## config.mk

```make
export PLATFORM = sky130hd
export DESIGN_NAME = mem_access_ctrl
export DESIGN_NICKNAME = d
export VERILOG_FILES = /design/src/rtl/mem_ctrl_pkg.sv /design/src/rtl/mem_wait_timer.sv /design/src/rtl/mem_access_ctrl.sv
export SDC_FILE = /design/constraint.sdc
export NUM_CORES = 1
export LEC_CHECK = 0
export ABC_CLOCK_PERIOD_IN_PS = 2140
export CAP_MARGIN = 20
export CELL_PAD_IN_SITES_DETAIL_PLACEMENT = 0
export CELL_PAD_IN_SITES_GLOBAL_PLACEMENT = 2
export CORE_ASPECT_RATIO = 0.8
export CORE_UTILIZATION = 20
export DETAILED_ROUTE_END_ITERATION = 8
export GPL_TIMING_DRIVEN = 0
export PLACE_DENSITY = 0.83
export SKIP_CTS_REPAIR_TIMING = 1
export SLEW_MARGIN = 5
export SYNTH_ARGS = -nofsm -noshare
export SYNTH_HDL_FRONTEND = slang
export SYNTH_SLANG_ARGS = --single-unit
```

## constraint.sdc

```tcl
create_clock -name clock -period 2.14 [get_ports clock]
set_input_delay 0.214 -clock clock [delete_from_list [all_inputs] [get_ports clock]]
set_output_delay 0.214 -clock clock [all_outputs]
set_load 0.02 [all_outputs]
```

## src/rtl/mem_ctrl_pkg.sv

```systemverilog
// mem_ctrl_pkg: shared definitions for the RAM access controller.
//   state_t          - controller state encoding (IDLE, RD, WR, DONE)
//   DEF_ADDR_W       - default RAM word-address width (512 words)
//   DEF_DATA_W       - default data width
//   DEF_WAIT_CYCLES  - default extra strobe cycles beyond the first
//   RAM_DEPTH        - number of RAM words
//   wait_cnt_w()     - width of the wait counter for a given WAIT_CYCLES
package mem_ctrl_pkg;

    typedef enum logic [1:0] {
        IDLE = 2'd0,
        RD   = 2'd1,
        WR   = 2'd2,
        DONE = 2'd3
    } state_t;

    localparam int DEF_ADDR_W      = 9;
    localparam int DEF_DATA_W      = 32;
    localparam int DEF_WAIT_CYCLES = 1;
    localparam int RAM_DEPTH       = 512;

    // max(1, clog2(wait_cycles+1)); a zero-width counter is not allowed.
    function automatic int wait_cnt_w(input int wait_cycles);
        return (wait_cycles < 1) ? 1 : $clog2(wait_cycles + 1);
    endfunction

endpackage

```

## src/rtl/mem_wait_timer.sv

```systemverilog
// mem_wait_timer: loadable down-counter with a zero flag; times how long
// a RAM strobe is held.
//   clock      in  - rising-edge clock
//   clear      in  - synchronous active-high reset (count -> 0)
//   load       in  - load load_value (takes priority over dec)
//   load_value in  - value to load
//   dec        in  - decrement by one while count is non-zero
//   count      out - current count
//   zero       out - count == 0
module mem_wait_timer #(
    parameter int W = 1
) (
    input  logic         clock,
    input  logic         clear,
    input  logic         load,
    input  logic [W-1:0] load_value,
    input  logic         dec,
    output logic [W-1:0] count,
    output logic         zero
);

    always_ff @(posedge clock) begin
        if (clear) begin
            count <= '0;
        end else if (load) begin
            count <= load_value;
        end else if (dec && !zero) begin
            count <= count - W'(1);
        end
    end

    assign zero = (count == '0);

endmodule

```

## src/rtl/mem_access_ctrl.sv

```systemverilog
// mem_access_ctrl: bus-side initiator for the 512-word datapath RAM.
// Turns one-cycle read/write requests (address from MAR, data from MDR)
// into RAM strobes held for WAIT_CYCLES+1 cycles, captures read data for
// MDR and pulses done (with err for an illegal read+write request).
//
// Request/completion handshake: req_read/req_write are sampled only in
// IDLE; a request is accepted on the edge where exactly one is high, and
// is finished by a one-cycle done pulse. busy is high from the accept edge
// until the edge after done. Requests seen outside IDLE are dropped; the
// control unit holds or re-issues them.
//
// Ports:
//   clock, clear            - clock, synchronous active-high reset
//   req_read, req_write     - access requests
//   mar_in, mdr_in          - address / write data, captured at accept
//   ram_rdata               - RAM read data (may be Z when not reading)
//   ram_read, ram_write     - RAM strobes (never both high)
//   ram_address, ram_wdata  - held address / write data
//   rd_data                 - last captured read word
//   busy, done, err         - status
//   rd_count, wr_count      - completed-access counters
//   dbg_state               - current FSM state, for observation
//
// Build option: MEM_ACCESS_COUNT_EN enables rd_count/wr_count; when
// undefined both counters are tied to zero.
module mem_access_ctrl
    import mem_ctrl_pkg::*;
#(
    parameter int ADDR_W      = DEF_ADDR_W,
    parameter int DATA_W      = DEF_DATA_W,
    parameter int WAIT_CYCLES = DEF_WAIT_CYCLES
) (
    input  logic              clock,
    input  logic              clear,
    input  logic              req_read,
    input  logic              req_write,
    input  logic [ADDR_W-1:0] mar_in,
    input  logic [DATA_W-1:0] mdr_in,
    input  logic [DATA_W-1:0] ram_rdata,
    output logic              ram_read,
    output logic              ram_write,
    output logic [ADDR_W-1:0] ram_address,
    output logic [DATA_W-1:0] ram_wdata,
    output logic [DATA_W-1:0] rd_data,
    output logic              busy,
    output logic              done,
    output logic              err,
    output logic [15:0]       rd_count,
    output logic [15:0]       wr_count,
    output state_t            dbg_state
);

    localparam int CNT_W = wait_cnt_w(WAIT_CYCLES);

    state_t           state;
    logic             accept;
    logic             tmr_dec;
    logic             tmr_zero;
    logic [CNT_W-1:0] tmr_count;

    // A legal accept reloads the timer on the same edge the FSM leaves IDLE.
    assign accept  = (state == IDLE) && (req_read ^ req_write);
    assign tmr_dec = (state == RD) || (state == WR);

    mem_wait_timer #(.W(CNT_W)) u_timer (
        .clock      (clock),
        .clear      (clear),
        .load       (accept),
        .load_value (CNT_W'(WAIT_CYCLES)),
        .dec        (tmr_dec),
        .count      (tmr_count),
        .zero       (tmr_zero)
    );

    always_ff @(posedge clock) begin
        if (clear) begin
            state       <= IDLE;
            ram_read    <= 1'b0;
            ram_write   <= 1'b0;
            ram_address <= '0;
            ram_wdata   <= '0;
            rd_data     <= '0;
            busy        <= 1'b0;
            done        <= 1'b0;
            err         <= 1'b0;
        end else begin
            done <= 1'b0;
            err  <= 1'b0;
            case (state)
                IDLE: begin
                    if (req_read && req_write) begin
                        // Illegal: no strobe, straight to completion with err.
                        state <= DONE;
                        busy  <= 1'b1;
                        done  <= 1'b1;
                        err   <= 1'b1;
                    end else if (req_read) begin
                        state       <= RD;
                        busy        <= 1'b1;
                        ram_read    <= 1'b1;
                        ram_address <= mar_in;
                    end else if (req_write) begin
                        state       <= WR;
                        busy        <= 1'b1;
                        ram_write   <= 1'b1;
                        ram_address <= mar_in;
                        ram_wdata   <= mdr_in;
                    end
                end
                RD: begin
                    if (tmr_zero) begin
                        state    <= DONE;
                        ram_read <= 1'b0;
                        rd_data  <= ram_rdata;
                        done     <= 1'b1;
                    end
                end
                WR: begin
                    if (tmr_zero) begin
                        state     <= DONE;
                        ram_write <= 1'b0;
                        done      <= 1'b1;
                    end
                end
                DONE: begin
                    state <= IDLE;
                    busy  <= 1'b0;
                end
                default: begin
                    state <= IDLE;
                    busy  <= 1'b0;
                end
            endcase
        end
    end

`ifdef MEM_ACCESS_COUNT_EN
    // Count only real completions (RD/WR -> DONE), never illegal requests.
    always_ff @(posedge clock) begin
        if (clear) begin
            rd_count <= '0;
            wr_count <= '0;
        end else if (tmr_zero) begin
            if (state == RD) begin
                rd_count <= rd_count + 16'd1;
            end
            if (state == WR) begin
                wr_count <= wr_count + 16'd1;
            end
        end
    end
`else
    assign rd_count = '0;
    assign wr_count = '0;
`endif

    assign dbg_state = state;

endmodule

```

---- Yosys cells after proc, flatten, opt, wreduce, memory -nomap -nowiden ----
Index checks and enable logic that the tools add are counted.
word-level totals
  flip-flop bits (word level) ............. 81
  output and inout port bits .............. 112
  logic and storage cells ................. 69
operators by class
  $add $sub $neg .......................... 1
  eq/ne operators ......................... 11
  mux-type cells .......................... 23
  bitwise logic cells ..................... 5
  reductions and logical operators ........ 19
operator list
  operator                                                                  count
  9-bit two-way mux                                                         2
  2-bit inequality test (second input constant)                             7
  1-bit two-way mux                                                         12
  2-bit nonzero test                                                        5
  2-bit two-way mux                                                         4
  1-bit one-hot mux with 2 select lines                                     4
  4-bit AND reduction                                                       2
  2-bit one-hot mux with 3 select lines                                     1
  2-bit AND reduction                                                       3
  5-bit AND reduction                                                       1
  2-bit equality test (second input constant)                               2
  4-bit by 3-bit inequality test with 1-bit output (second input constant)  1
  1-bit inverter                                                            4
  2-bit OR reduction                                                        2
  1-bit logical AND                                                         3
  3-bit AND reduction                                                       1
  2-bit by 1-bit equality test with 1-bit output (second input constant)    1
  2-bit logical NOT                                                         1
  1-bit logical OR                                                          1
  1-bit subtractor (second input constant)                                  1
  1-bit bitwise XOR                                                         1

---- Logic depth before layout (Yosys ltp) ----
  depth after elaboration ................. 5
  depth in mapped cells ................... 7
  depth with buffers taken out ............ 5

---- Cells and area by module ----
A second synthesis with hierarchy kept.
unflattened totals
  cells, all modules ...................... 409
  area total of the unflattened synthesis .. 3270.6 sq um
by module, submodules not included
  module           times used  cells an instance  area an instance (sq um)  sequential area each (sq um)
  mem_access_ctrl  1           405                3223.1                    1601.5
  mem_wait_timer   1           4                  47.5                      20.0

---- Worst setup path before layout ----
OpenSTA, ideal clock, no wires.
  path type ............................... flip-flop to flip-flop
  start ................................... reg state[0], in the netlist dbg_state[0]
  end ..................................... reg state[0], in the netlist dbg_state[0]
  library setup time ...................... 70 ps
  arrival ................................. 1765 ps
  setup slack ............................. 305 ps
  stages on the path, launching flop included .. 6
  clock period less this slack ............ 1835 ps
  cells stage by stage .................... dfxtp_1 > inv_1 > ha_1 > and2_1 > or4_1 > a21oi_1
on the way
  cells in the longest elaborated chain, start to end .. 4
RTL lines
  what                                                                                   line                   RTL
  from (decl)                                                                            mem_access_ctrl.sv:55  state_t state;
  from (signal assigned)                                                                 mem_access_ctrl.sv:77  state <= IDLE;
  from (signal assigned)                                                                 mem_access_ctrl.sv:93  state <= DONE;
  from (signal assigned)                                                                 mem_access_ctrl.sv:98  state <= RD;
  2-bit by 1-bit equality test with 1-bit output or 2-bit equality test (tied branches)  mem_access_ctrl.sv:89  case (state)
  2-bit OR reduction (no source line)                                                    --
  2-bit inequality test (no source line)                                                 --
  2-bit AND reduction (no source line)                                                   --
Parallel ways exist; a longest one is shown, timed or not.
A chain may end at the register's enable or synchronous reset.

---- Worst setup path in the final report ----
  start ................................... in req_read
  end ..................................... reg state[0], in the netlist dbg_state[0]
on the way
  cells in the longest elaborated chain, start to end .. 3
RTL lines
  what                                                                                   line                                          RTL
  from (decl)                                                                            mem_access_ctrl.sv:35                         input logic req_read,
  2-bit two-way mux or 1-bit logical AND (tied branches)                                 mem_access_ctrl.sv:97, mem_access_ctrl.sv:91
  2-bit two-way mux or 4-bit by 3-bit inequality test with 1-bit output (tied branches)  --
  2-bit one-hot mux with 3 select lines or 2-bit AND reduction (tied branches)           --
  to (signal assigned)                                                                   mem_access_ctrl.sv:93
  to (signal assigned)                                                                   mem_access_ctrl.sv:98
  to (signal assigned)                                                                   mem_access_ctrl.sv:103                        state <= WR;
Parallel ways exist; a longest one is shown, timed or not.

==> report_table.html <==
<table>
<tr><th>Metric</th><th>Value</th></tr>
<tr><th colspan="2">Status</th></tr>
<tr><td>Run status</td><td>finished, final reports clean</td></tr>
<tr><th colspan="2">Clock tree</th></tr>
<tr><td>Clock Pin Slew Worst Setup and Hold Paths</td><td>around 60 ps</td></tr>
<tr><td>Sinks on the clock net</td><td>81</td></tr>
<tr><td>Clock buffer depth</td><td>2</td></tr>
<tr><td>TritonCTS clock tree</td><td>built</td></tr>
<tr><td>CTS Buf Count</td><td>9</td></tr>
<tr><td>Number of H-tree branching levels</td><td>3</td></tr>
<tr><td>CTS Root Buffer Type</td><td>sky130_fd_sc_hd__clkbuf_16</td></tr>
<tr><td>Clock latency reported for the late side of the worst-skew pair</td><td>between 300 and 400 ps</td></tr>
<tr><th colspan="2">Routing</th></tr>
<tr><td>Vias per inst</td><td>between 3 and 4</td></tr>
<tr><td>Drt first pass iters</td><td>4</td></tr>
<tr><td>Mean routed wirelength per cell</td><td>11.7 um</td></tr>
<tr><td>Final routed DRC violation total</td><td>0</td></tr>
<tr><td>DRT antenna net count</td><td>0</td></tr>
<tr><td>Vias</td><td>roughly 3.2k</td></tr>
<tr><td>DRT iter0 DRCs</td><td>~140</td></tr>
<tr><td>Total wirelength of the detailed-routed design</td><td>9700 um</td></tr>
<tr><th colspan="2">Floorplan</th></tr>
<tr><td># rows</td><td>41</td></tr>
<tr><td>Area enclosed by the die boundary</td><td>around 17000 um2</td></tr>
<tr><td>Chip width</td><td>~140 um</td></tr>
<tr><td>Area inside the core boundary</td><td>around 16000 um2</td></tr>
<tr><td>Starting utilization of the core area</td><td>0.206</td></tr>
<tr><td>I/O pin count</td><td>189</td></tr>
<tr><td>Die height</td><td>116 um</td></tr>
<tr><th colspan="2">Setup path</th></tr>
<tr><td>Kind of start point of the critical path</td><td>input port</td></tr>
<tr><td>CP endpoint kind</td><td>flop</td></tr>
<tr><td>Worst setup path class</td><td>in2reg</td></tr>
<tr><td>Arrival time reported for the critical path endpoint</td><td>about 2200 ps</td></tr>
<tr><td>Critical-path maximum fanout</td><td>9</td></tr>
<tr><td>CP Data Required Time</td><td>2390 ps</td></tr>
<tr><th colspan="2">Global routing</th></tr>
<tr><td>Number of antenna violations at the first check in global routing</td><td>0</td></tr>
<tr><td>Global routing usage summed across all routing layers</td><td>0.114</td></tr>
<tr><td>Leftover overflow at the end of global routing</td><td>0</td></tr>
<tr><td>Largest net degree at the start of global routing</td><td>14</td></tr>
<tr><td>Via count of the first global-routing pass</td><td>2971</td></tr>
<tr><td>First-pass GRT wire length</td><td>roughly 15000 um</td></tr>
<tr><th colspan="2">Synth</th></tr>
<tr><td>Adder and majority cell fraction of the synthesized area</td><td>0.0345</td></tr>
<tr><td>Proportion of synthesized area in mux cells</td><td>0.00307</td></tr>
<tr><td>Fraction of the mapped netlist area in simple logic gates</td><td>0.212</td></tr>
<tr><td>Gate count after technology mapping</td><td>411</td></tr>
<tr><td>Post-synthesis share of cell area spent on xor and xnor gates</td><td>0</td></tr>
<tr><td>Synth Area in Compound Gates</td><td>0.139</td></tr>
<tr><td>Mean instance size in the synthesized netlist</td><td>between 7 and 8 um2</td></tr>
<tr><td>Combinational family with the most area after synthesis</td><td>simple AND/OR/NAND/NOR gates</td></tr>
<tr><td>Warning count from the yosys run</td><td>0</td></tr>
<tr><td>Combined area of all synthesized cells</td><td>between 3000 and 4000 um2</td></tr>
<tr><td>Proportion of synthesized chip area in sequential cells</td><td>0.497</td></tr>
<tr><td>Count of state elements after synthesis</td><td>between 80 and 90</td></tr>
<tr><td>Library cells used by synthesis</td><td>29</td></tr>
<tr><th colspan="2">Timing</th></tr>
<tr><td>Max Clock Freq</td><td>about 0.51 GHz</td></tr>
<tr><td>Min setup slack post-route</td><td>roughly 180 ps</td></tr>
<tr><td>Final min period</td><td>around 2000 ps</td></tr>
<tr><td>Setup repair after global routing missed its margin</td><td>no</td></tr>
<tr><td>Worst hold-check slack</td><td>~430 ps</td></tr>
<tr><td>Slew of the pin with the lowest slew margin</td><td>approximately 570 ps</td></tr>
<tr><td>Max transition margin</td><td>0.619</td></tr>
<tr><td>Part of the cycle the worst path needs</td><td>0.917</td></tr>
<tr><td>Total setup violations reported at the end of the flow</td><td>0</td></tr>
<tr><td>Total negative setup slack</td><td>0 ps</td></tr>
<tr><td>Worst Skew</td><td>between 7 and 8 ps</td></tr>
<tr><td>Final Hold Fails</td><td>0</td></tr>
<tr><td>Final number of max-transition violations</td><td>0</td></tr>
<tr><th colspan="2">Layout</th></tr>
<tr><td>Layout cell share with drive strength beyond 1</td><td>0.0931</td></tr>
<tr><td>Area Growth Syn to Fin</td><td>68.5%</td></tr>
<tr><td>Final net count</td><td>694</td></tr>
<tr><td>Final Cell Area</td><td>around 5500 um2</td></tr>
<tr><td>Final antenna diode count</td><td>0</td></tr>
<tr><th colspan="2">Placement</th></tr>
<tr><td>Placement Setup Slack</td><td>-332 ps</td></tr>
<tr><td>Final RePlAce weighted congestion</td><td>between 0.6 and 0.7</td></tr>
<tr><td>Detailed Place HPWL</td><td>between 7000 and 8000 um</td></tr>
<tr><td>Standard cell area after detailed placement</td><td>around 5200 um2</td></tr>
<tr><td># port buffers</td><td>roughly 160</td></tr>
<tr><th colspan="2">Power</th></tr>
<tr><td>Power density of the placed cells</td><td>roughly 1000 nW/um2</td></tr>
<tr><td>Leakage power</td><td>roughly 0.0021 uW</td></tr>
<tr><td>Final Total Pwr</td><td>around 5500 uW</td></tr>
<tr><td>Worst voltage drop across the vdd grid</td><td>around 0.44 mV</td></tr>
<tr><th colspan="2">Worst hold path</th></tr>
<tr><td>Worst hold path type</td><td>in2reg</td></tr>
<tr><th colspan="2">Run</th></tr>
<tr><td>Max-cap violation count</td><td>0</td></tr>
</table>
-- through the flow --
step           cells   util
5_1_grt          827  0.347
6_report         827  0.347
4_1_cts          827  0.347
3_3_place_gp     812  0.328
2_1_floorplan    442      -
3_5_place_dp     812  0.328
-- cells in the final DEF (no fill, tap or decap), types with 2 or more instances in the layout --
master / Yosys / layout
sky130_fd_sc_hd__nor2b_1: 2 / 2
sky130_fd_sc_hd__nor2_1: 2 / 2
sky130_fd_sc_hd__nand2b_1: 3 / 3
sky130_fd_sc_hd__clkbuf_16: 0 / 9
sky130_fd_sc_hd__clkdlybuf4s50_1: 0 / 155
sky130_fd_sc_hd__clkbuf_1: 20 / 19
sky130_fd_sc_hd__buf_2: 5 / 5
sky130_fd_sc_hd__dfxtp_1: 81 / 81
sky130_fd_sc_hd__buf_4: 32 / 32
sky130_fd_sc_hd__nand2_1: 149 / 149
sky130_fd_sc_hd__a21oi_1: 79 / 79
sky130_fd_sc_hd__conb_1: 1 / 32
sky130_fd_sc_hd__ha_1: 9 / 9
sky130_fd_sc_hd__and2_1: 2 / 2
sky130_fd_sc_hd__clkinv_2: 0 / 2
sky130_fd_sc_hd__o21ai_0: 4 / 4
sky130_fd_sc_hd__inv_1: 7 / 7
-- flip-flops by register name, summed over array words and instances, names as in the netlist --
register and cells:
done 1, dbg_state 2, ram_address 9, rd_data 32, u_timer.count 1, ram_read 1
err 1, busy 1, ram_write 1, ram_wdata 32
-- layout make-up --
type                    count  area [um2]
plain buffers              58         345
clock inverters             5        56.3
inverters                   7        26.3
fillers                  1652       10400
repair buffers            155        1550
multi-input cells         296        1390
well taps                 215         269
clock buffers              10         239
flip-flops and latches     81        1620
-- logic make-up after synthesis --
| group | after synthesis |
|---|---|
| AOI/OAI and AO/OA | 87 |
| and+or+nand+nor | 167 |
| muxes | 1 |
| buffers and inverters | 65 |
| other | 1 |
| DFF | 81 |
| adders and majority gates | 9 |
-- worst max-delay path, cell delays in order --
cell,delay (ps)
sky130_fd_sc_hd__clkdlybuf4s50_1,650
sky130_fd_sc_hd__ha_1,380
sky130_fd_sc_hd__and3b_4,270
sky130_fd_sc_hd__or4_1,530
sky130_fd_sc_hd__a21oi_1,170
-- Yosys cell counts (all sizes together) --
| library cell | n | share of area |
|---|---|---|
| a21oi | 79 | 0.12 |
| mux2i | 1 | 0.0031 |
| nor3b | 1 | 0.0023 |
| nor2b | 2 | 0.0038 |
| clkbuf | 20 | 0.023 |
| nand2b | 3 | 0.0058 |
| o211ai | 1 | 0.0023 |
| or4 | 1 | 0.0023 |
| a2111o | 1 | 0.0035 |
| and2 | 2 | 0.0038 |
| a311o | 1 | 0.0031 |
| nand2 | 149 | 0.17 |
| nor3 | 1 | 0.0015 |
| nand4bb | 1 | 0.0035 |
| inv | 7 | 0.0081 |
| buf | 38 | 0.082 |
| o21ai | 4 | 0.0061 |
| a21boi | 1 | 0.0023 |
| and3b | 1 | 0.0038 |
| or3 | 1 | 0.0023 |
| nand3b | 1 | 0.0023 |
| nor2 | 2 | 0.0023 |
| and4bb | 1 | 0.0038 |
| dfxtp | 81 | 0.50 |
| conb | 1 | 0.0012 |
| and2b | 1 | 0.0027 |
| ha | 9 | 0.035 |
-- where the power goes --
part	total, uW	internal (uW)	switching [uW]
combinational	2050	912	1130
clock	1520	926	593
sequential	1920	1770	154
-- layer usage --
metal	vias to the layer above	share of wire	GRT usage
li1	1649	-	-
met1	1397	0.44	0.137
met2	103	0.46	0.184
met3	10	0.086	0.0480
met4	0	0.012	0.0358
met5	-	0	0
-- worst paths after layout --
check / slack (ps) / depth (start not counted) / startpoint / endpoint
max: 180 / 5 / req_read / dbg_state[0]$_SDFFE_PP0P_
min: 430 / 3 / mdr_in[5] / ram_wdata[5]$_SDFFE_PP0P_
max reg2reg: 240 / 5 / dbg_state[0]$_SDFFE_PP0P_ / dbg_state[0]$_SDFFE_PP0P_
min reg2reg: 450 / 2 / ram_wdata[12]$_SDFFE_PP0P_ / ram_wdata[12]$_SDFFE_PP0P_
No activity file was read; power rests on OpenSTA's default activity.
